[src/rtl/bubble_sort_ctrl.sv]
// Bubble-sort sequencer for an external element datapath: edge-detected load and
// start requests, one compare or swap per cycle, early exit on a pass without swaps.
module bubble_sort_ctrl #(
  parameter int IDX_W = 2
) (
  input  logic             clk,
  input  logic             rst_n,
  input  logic             load_req,
  input  logic             start,
  input  logic             gt,
  output logic             load_en,
  output logic [IDX_W-1:0] load_idx,
  output logic [IDX_W-1:0] cmp_idx,
  output logic             swap_en,
  output logic             busy,
  output logic             done,
  output logic [IDX_W:0]   pass_cnt,
  output logic [7:0]       swap_cnt
);

  localparam int NUM_ELEM = 2**IDX_W;
  localparam logic [IDX_W-1:0] LAST_IDX = IDX_W'(NUM_ELEM - 1);
  localparam logic [IDX_W-1:0] ONE_IDX  = IDX_W'(1);

  typedef enum logic [2:0] {
    S_IDLE,
    S_COMPARE,
    S_SWAP,
    S_PASS_END,
    S_DONE
  } state_t;

  state_t           r_state;
  state_t           w_state_next;
  logic             r_load_q;
  logic             r_start_q;
  logic [IDX_W-1:0] r_wr_ptr;
  logic [IDX_W-1:0] w_wr_ptr_next;
  logic [IDX_W-1:0] r_cmp_idx;
  logic [IDX_W-1:0] w_cmp_idx_next;
  logic [IDX_W-1:0] r_limit;
  logic [IDX_W-1:0] w_limit_next;
  logic             r_swapped;
  logic             w_swapped_next;
  logic [IDX_W:0]   r_pass_cnt;
  logic [IDX_W:0]   w_pass_cnt_next;
  logic [7:0]       r_swap_cnt;
  logic [7:0]       w_swap_cnt_next;

  logic             w_load_edge;
  logic             w_start_edge;
  logic             w_last_cmp;

  // load_en is combinational, so the edge is gated by reset to keep it low while held
  assign w_load_edge  = rst_n & load_req & ~r_load_q;
  assign w_start_edge = start & ~r_start_q;
  assign w_last_cmp   = (r_cmp_idx == (r_limit - ONE_IDX));

  always_ff @(posedge clk or negedge rst_n) begin
    if (!rst_n) begin
      r_state    <= S_IDLE;
      r_load_q   <= 1'b0;
      r_start_q  <= 1'b0;
      r_wr_ptr   <= '0;
      r_cmp_idx  <= '0;
      r_limit    <= LAST_IDX;
      r_swapped  <= 1'b0;
      r_pass_cnt <= '0;
      r_swap_cnt <= '0;
    end else begin
      r_state    <= w_state_next;
      r_load_q   <= load_req;
      r_start_q  <= start;
      r_wr_ptr   <= w_wr_ptr_next;
      r_cmp_idx  <= w_cmp_idx_next;
      r_limit    <= w_limit_next;
      r_swapped  <= w_swapped_next;
      r_pass_cnt <= w_pass_cnt_next;
      r_swap_cnt <= w_swap_cnt_next;
    end
  end

  always_comb begin
    w_state_next    = r_state;
    w_wr_ptr_next   = r_wr_ptr;
    w_cmp_idx_next  = r_cmp_idx;
    w_limit_next    = r_limit;
    w_swapped_next  = r_swapped;
    w_pass_cnt_next = r_pass_cnt;
    w_swap_cnt_next = r_swap_cnt;
    load_en         = 1'b0;
    swap_en         = 1'b0;

    case (r_state)
      S_IDLE, S_DONE: begin
        // a load wins over a simultaneous start; the start is dropped, not deferred
        if (w_load_edge) begin
          load_en       = 1'b1;
          w_state_next  = S_IDLE;
          w_wr_ptr_next = r_wr_ptr + ONE_IDX;
        end else if (w_start_edge) begin
          w_state_next    = S_COMPARE;
          w_cmp_idx_next  = '0;
          w_limit_next    = LAST_IDX;
          w_swapped_next  = 1'b0;
          w_pass_cnt_next = '0;
          w_swap_cnt_next = '0;
        end
      end

      S_COMPARE: begin
        if (gt) begin
          w_state_next = S_SWAP;
        end else if (w_last_cmp) begin
          w_state_next   = S_PASS_END;
          w_cmp_idx_next = '0;
        end else begin
          w_cmp_idx_next = r_cmp_idx + ONE_IDX;
        end
      end

      S_SWAP: begin
        swap_en        = 1'b1;
        w_swapped_next = 1'b1;
        if (r_swap_cnt != 8'hFF) begin
          w_swap_cnt_next = r_swap_cnt + 8'd1;
        end
        if (w_last_cmp) begin
          w_state_next   = S_PASS_END;
          w_cmp_idx_next = '0;
        end else begin
          w_state_next   = S_COMPARE;
          w_cmp_idx_next = r_cmp_idx + ONE_IDX;
        end
      end

      S_PASS_END: begin
        w_pass_cnt_next = r_pass_cnt + (IDX_W+1)'(1);
        if (!r_swapped || (r_limit == ONE_IDX)) begin
          w_state_next = S_DONE;
        end else begin
          w_state_next   = S_COMPARE;
          w_limit_next   = r_limit - ONE_IDX;
          w_cmp_idx_next = '0;
          w_swapped_next = 1'b0;
        end
      end

      default: begin
        w_state_next = S_IDLE;
      end
    endcase
  end

  assign load_idx = r_wr_ptr;
  assign cmp_idx  = r_cmp_idx;
  assign busy     = (r_state == S_COMPARE) || (r_state == S_SWAP) || (r_state == S_PASS_END);
  assign done     = (r_state == S_DONE);
  assign pass_cnt = r_pass_cnt;
  assign swap_cnt = r_swap_cnt;

endmodule

[config.mk]
export PLATFORM = sky130hd
export DESIGN_NAME = bubble_sort_ctrl
export DESIGN_NICKNAME = d
export VERILOG_FILES = /design/src/rtl/bubble_sort_ctrl.sv
export SDC_FILE = /design/constraint.sdc
export NUM_CORES = 1
export LEC_CHECK = 0
export ABC_AREA = 1
export CAP_MARGIN = 0
export CORE_ASPECT_RATIO = 1.75
export CORE_MARGIN = 2
export CORE_UTILIZATION = 45
export DETAILED_ROUTE_END_ITERATION = 6
export HOLD_SLACK_MARGIN = 0.03
export PLACE_DENSITY = 0.72
export SYNTH_ARGS = -nofsm -noshare
export SYNTH_HDL_FRONTEND = slang
export SYNTH_SLANG_ARGS = --single-unit
[constraint.sdc]
create_clock -name clk -period 1.3 [get_ports clk]
set_input_delay 0.39 -clock clk [delete_from_list [all_inputs] [get_ports clk]]
set_output_delay 0.39 -clock clk [all_outputs]
set_load 0.01 [all_outputs]
==> run summary <==
The cell count after synthesis came out at 181. Using the TritonRoute via totals, the vias-per-cell ratio works out to 5.40. The cell count of the worst reg-to-reg path came out at 10.

In the final design database the tool counted 267 nets. The final wirelength came out at 4600 microns. The DRC violation total after the first TritonRoute iteration came out at 31. The worst setup slack after placement came out at -0.970 ns. The boundary pin count is 24.

The relative slew slack is 79.3%. The die height is 76.0 microns. The cell class contributing the biggest share of worst-path delay is flip-flops. The sum of buffers and inverters on the critical path came out at 3.

The number of antenna violations at the first check in global routing came to 0. In this run the critical register-to-register path is captured at r_state[2]. The proportion of netlist area held by the largest area contributor came out at 39.4%.

The library cell used most frequently in the layout, excluding fill and tap cells, is sky130_fd_sc_hd__nand2_1. The total global-route track usage came out at 26.5%. The number of core rows is 26.

Setup violations remaining at the end of the flow were counted as 20. The peak ir drop on the vdd network is 1.75 mV. The data arrival time at the worst-slack endpoint is 1.21 ns. The count of clock tree sinks came out at 23. The wire length per cell after detailed routing came out at 16.1 microns.

The starting density of the core came out at 46.6%. The count of endpoints failing hold in the final timing report is 0. The register area share after synthesis came out at 43.3%. The placeable core region came out at 2860 sq um.

The total of warnings raised by yosys came out at 0. The number of synthesized register bits came out at 23. The register area is 578 sq um. Across all setup checks in the final design, the least slack found is -0.299 ns.

The peak fanout along the critical path is 2. The per-instance average area after synthesis is 7.37 sq um. The worst setup path is of the reg -> out kind. The number of design rule violations left after detail routing came out at 0. The placed cell area is 1910 sq um. Input and output buffers added on the ports amount to 23. The count of unique library cells instantiated by Yosys is 24. The die footprint is 3430 sq um. After synthesis, the cell types taking the most area are sky130_fd_sc_hd__dfrtp_1 (39%), sky130_fd_sc_hd__nand2_1 (20%), sky130_fd_sc_hd__nor2_1 (5.9%). The number of global-route vias before repair came to 1622. The via count of the routed design came out at 1544. The ratio of final minimum period to clock period is 123%.

The worst hold path belongs to the class in -> async. The endpoint required time on the critical path is 0.91 ns. The number of levels in the clock H-tree is 1. The total of max-cap violations came out at 0.

STA classifies the critical path startpoint as a flip-flop. met2 is the most crowded layer. The met1 track demand over resource in global routing is 23.9%.

The total area of multi-input combinational cells came out at 910 sq um. The worst clock skew came out at 0.00681 ns. The cell area that synthesis handed to floorplanning was 1330 sq um. TritonCTS built the clock tree. The worst register-to-register path has a setup slack of -0.14 ns. The cell leakage power came out at 1.20 nW. The largest individual stage delay along the critical path comes from the cell sky130_fd_sc_hd__dfrtp_1.

The number of nets still failing antenna checks after routing is 0. After filler insertion, the fill cell instance count of the layout stands at 190. The antenna diode count is 0. The share of layout cells above drive strength 1 came out at 52.3%. For this run, the top clock speed supported by timing is 0.625 GHz. The run finished, with violations left. The signal on the critical path passes through buf_6, inv_2, nand2_2, nor2_2, buf_2. The die outline width is 45.2 microns. Leaving out fill and tap cells, the most frequent cells in the layout are sky130_fd_sc_hd__nand2_1 (49), sky130_fd_sc_hd__buf_4 (40), sky130_fd_sc_hd__dfrtp_1 (21). Summed over all instances, the cell type with the most area after synthesis is sky130_fd_sc_hd__dfrtp_1. The largest buffer count on any clock path is 2.

The total placed cells including tap cells is 272. At the pin with the least slew margin, the transition time is 0.311 ns. The met2 track demand over resource in global routing is 50.9%. Global routing used 2.61% of the available met3 tracks. The final reports fail on negative setup slack. In this run the power density over the cells is 2200 nW/um^2. The final weighted congestion of routability-driven global placement is 0.876.

The number of buffers added by the clock tree synthesis step is 3. The worst setup path is captured at a primary output. Relative to the synthesized area, the layout overhead comes to 67.1%. The CTS clock-pin slew for the worst setup and hold paths is 0.09 ns. When the netlist entered floorplanning its net count stood at 189. Summing all non-filler instances in the final layout gives an area of 2230 sq um. The post-layout minimum cycle time came out at 1.60 ns. The number of detailed-routing iterations run before antenna repair is 5. The largest single stage delay on the critical path is 0.41 ns. Setup repair after global routing could not meet its margin everywhere. The first global-routing pass estimated 6830 microns of wire. The start of the worst register-to-register path is r_limit[1].

The count of pins over their slew limit is 0. After the flow finishes, the layout carries non-filler instances totaling 286. The root buffer cell chosen for the clock tree is sky130_fd_sc_hd__clkbuf_8. The wire-length estimate of the detail-placed layout is 2750 microns. The total overflow left after global routing is 0. The clock latency at the later pin of the worst-skew pair is 0.27 ns. The pin count of the biggest net entering global routing is 24.
[layer usage]
| metal | share of wire, % | vias to the layer above |
|---|---|---|
| met1 | 33 | 756 |
| met3 | 2.8 | 19 |
| met4 | 4.1 | 0 |
| met5 | 0 | - |
| li1 | - | 721 |
| met2 | 60 | 48 |
[registers in the layout, indices dropped and copies added, names as in the netlist]
signal     flops
swap_cnt       8
pass_cnt       3
r_state        3
cmp_idx        2
load_idx       2
r_limit        2
r_load_q       1
r_start_q      1
r_swapped      1
[logic make-up (layout without fill, tap and decap cells)]
logic type / Yosys count / in the layout / share of synthesized area, %
AND/OR/NAND/NOR: 121 / 121 / 41.2
XOR/XNOR: 3 / 3 / 1.97
adder cells (fa/ha/maj): 3 / 3 / 2.81
buffers and inverters: 20 / 97 / 5.63
flip-flops: 23 / 23 / 43.3
AO/OA/AOI/OAI: 11 / 11 / 5.07
[report_power, final]
group / leakage, nW / internal [W] / total [W] / switching, W
combinational: 0.875 / 0.00154 / 0.00333 / 0.00179
sequential: 0.296 / 0.000950 / 0.00112 / 0.000167
clock: 0.0255 / 0.000214 / 0.000466 / 0.000251
total: 1.20 / 0.00270 / 0.00491 / 0.00221
[cell type report]
type                       count  share of cell area (%)
clock inverter                 1                   0.225
clock buffer                   3                    1.85
sequential                    23                    25.9
timing repair buffer          73                    26.1
tap                           28                    1.57
inverter                      20                    3.48
multi-input combinational    138                    40.8
[worst max-delay path by stage]
stage | start | to | slack [ns] | cells after the start
4_1_cts | r_state[1] | busy | -0.26 | 5
3_3_place_gp | rst_n | load_en | -0.95 | 6
3_5_place_dp | rst_n | load_en | -0.97 | 6
6_report | r_state[1] | done | -0.30 | 5
5_1_grt | r_state[1] | done | -0.33 | 5
2_1_floorplan | r_limit[1] | r_state[2] | -0.03 | 10
[synthesized netlist by cell type]
| library cell | instances |
|---|---|
| sky130_fd_sc_hd__nand2_1 | 70 |
| sky130_fd_sc_hd__dfrtp_1 | 21 |
| sky130_fd_sc_hd__nor2_1 | 21 |
| sky130_fd_sc_hd__inv_1 | 14 |
| sky130_fd_sc_hd__nand3_1 | 11 |
| sky130_fd_sc_hd__inv_2 | 5 |
| sky130_fd_sc_hd__o21ai_1 | 4 |
| sky130_fd_sc_hd__a21oi_1 | 3 |
| sky130_fd_sc_hd__ha_1 | 3 |
| sky130_fd_sc_hd__nand2_2 | 3 |
| sky130_fd_sc_hd__nand3_2 | 3 |
| sky130_fd_sc_hd__nand4_1 | 3 |
| sky130_fd_sc_hd__dfstp_2 | 2 |
| sky130_fd_sc_hd__nand2_4 | 2 |
| sky130_fd_sc_hd__nand3b_1 | 2 |
| sky130_fd_sc_hd__nor2_2 | 2 |
| sky130_fd_sc_hd__nor2_4 | 2 |
| sky130_fd_sc_hd__o21ai_2 | 2 |
| sky130_fd_sc_hd__or2_2 | 2 |
| sky130_fd_sc_hd__xor2_1 | 2 |
| sky130_fd_sc_hd__a21o_1 | 1 |
| sky130_fd_sc_hd__clkinv_1 | 1 |
| sky130_fd_sc_hd__o21bai_1 | 1 |
| sky130_fd_sc_hd__xnor2_1 | 1 |
[metrics by stage]
step                      total power, W  setup TNS [ns]  hold slack (ns)  util, %
after detailed placement         0.00363          -11.82            0.463     66.8
final                            0.00491           -2.72            0.285     77.8
after global placement           0.00354          -11.19            0.454     66.8
after floorplan                  0.00238         -0.0414           0.0944        -
after global routing             0.00519           -3.74            0.279     77.8
after CTS                        0.00454           -1.73            0.291     75.0
[repair_timing]
| action | in CTS | in global routing |
|---|---|---|
| setup buffers | 7 | 4 |
| pin swaps | 17 | 25 |
| hold buffers | 0 | 0 |
| gates resized for setup | 95 | 41 |
| setup endpoints to repair | 40 | 34 |
[worst register-to-register path: stages (launching register included)]
cell,delay [ns]
sky130_fd_sc_hd__dfstp_2,0.55
sky130_fd_sc_hd__inv_2,0.04
sky130_fd_sc_hd__ha_4,0.23
sky130_fd_sc_hd__inv_2,0.05
sky130_fd_sc_hd__nand2_2,0.04
sky130_fd_sc_hd__nand2_2,0.07
sky130_fd_sc_hd__nand2_2,0.07
sky130_fd_sc_hd__nand2_2,0.09
sky130_fd_sc_hd__o21ai_4,0.08
sky130_fd_sc_hd__nand2_2,0.07
sky130_fd_sc_hd__nand2_1,0.05
Note: power is estimated with default switching activity, not from simulation.
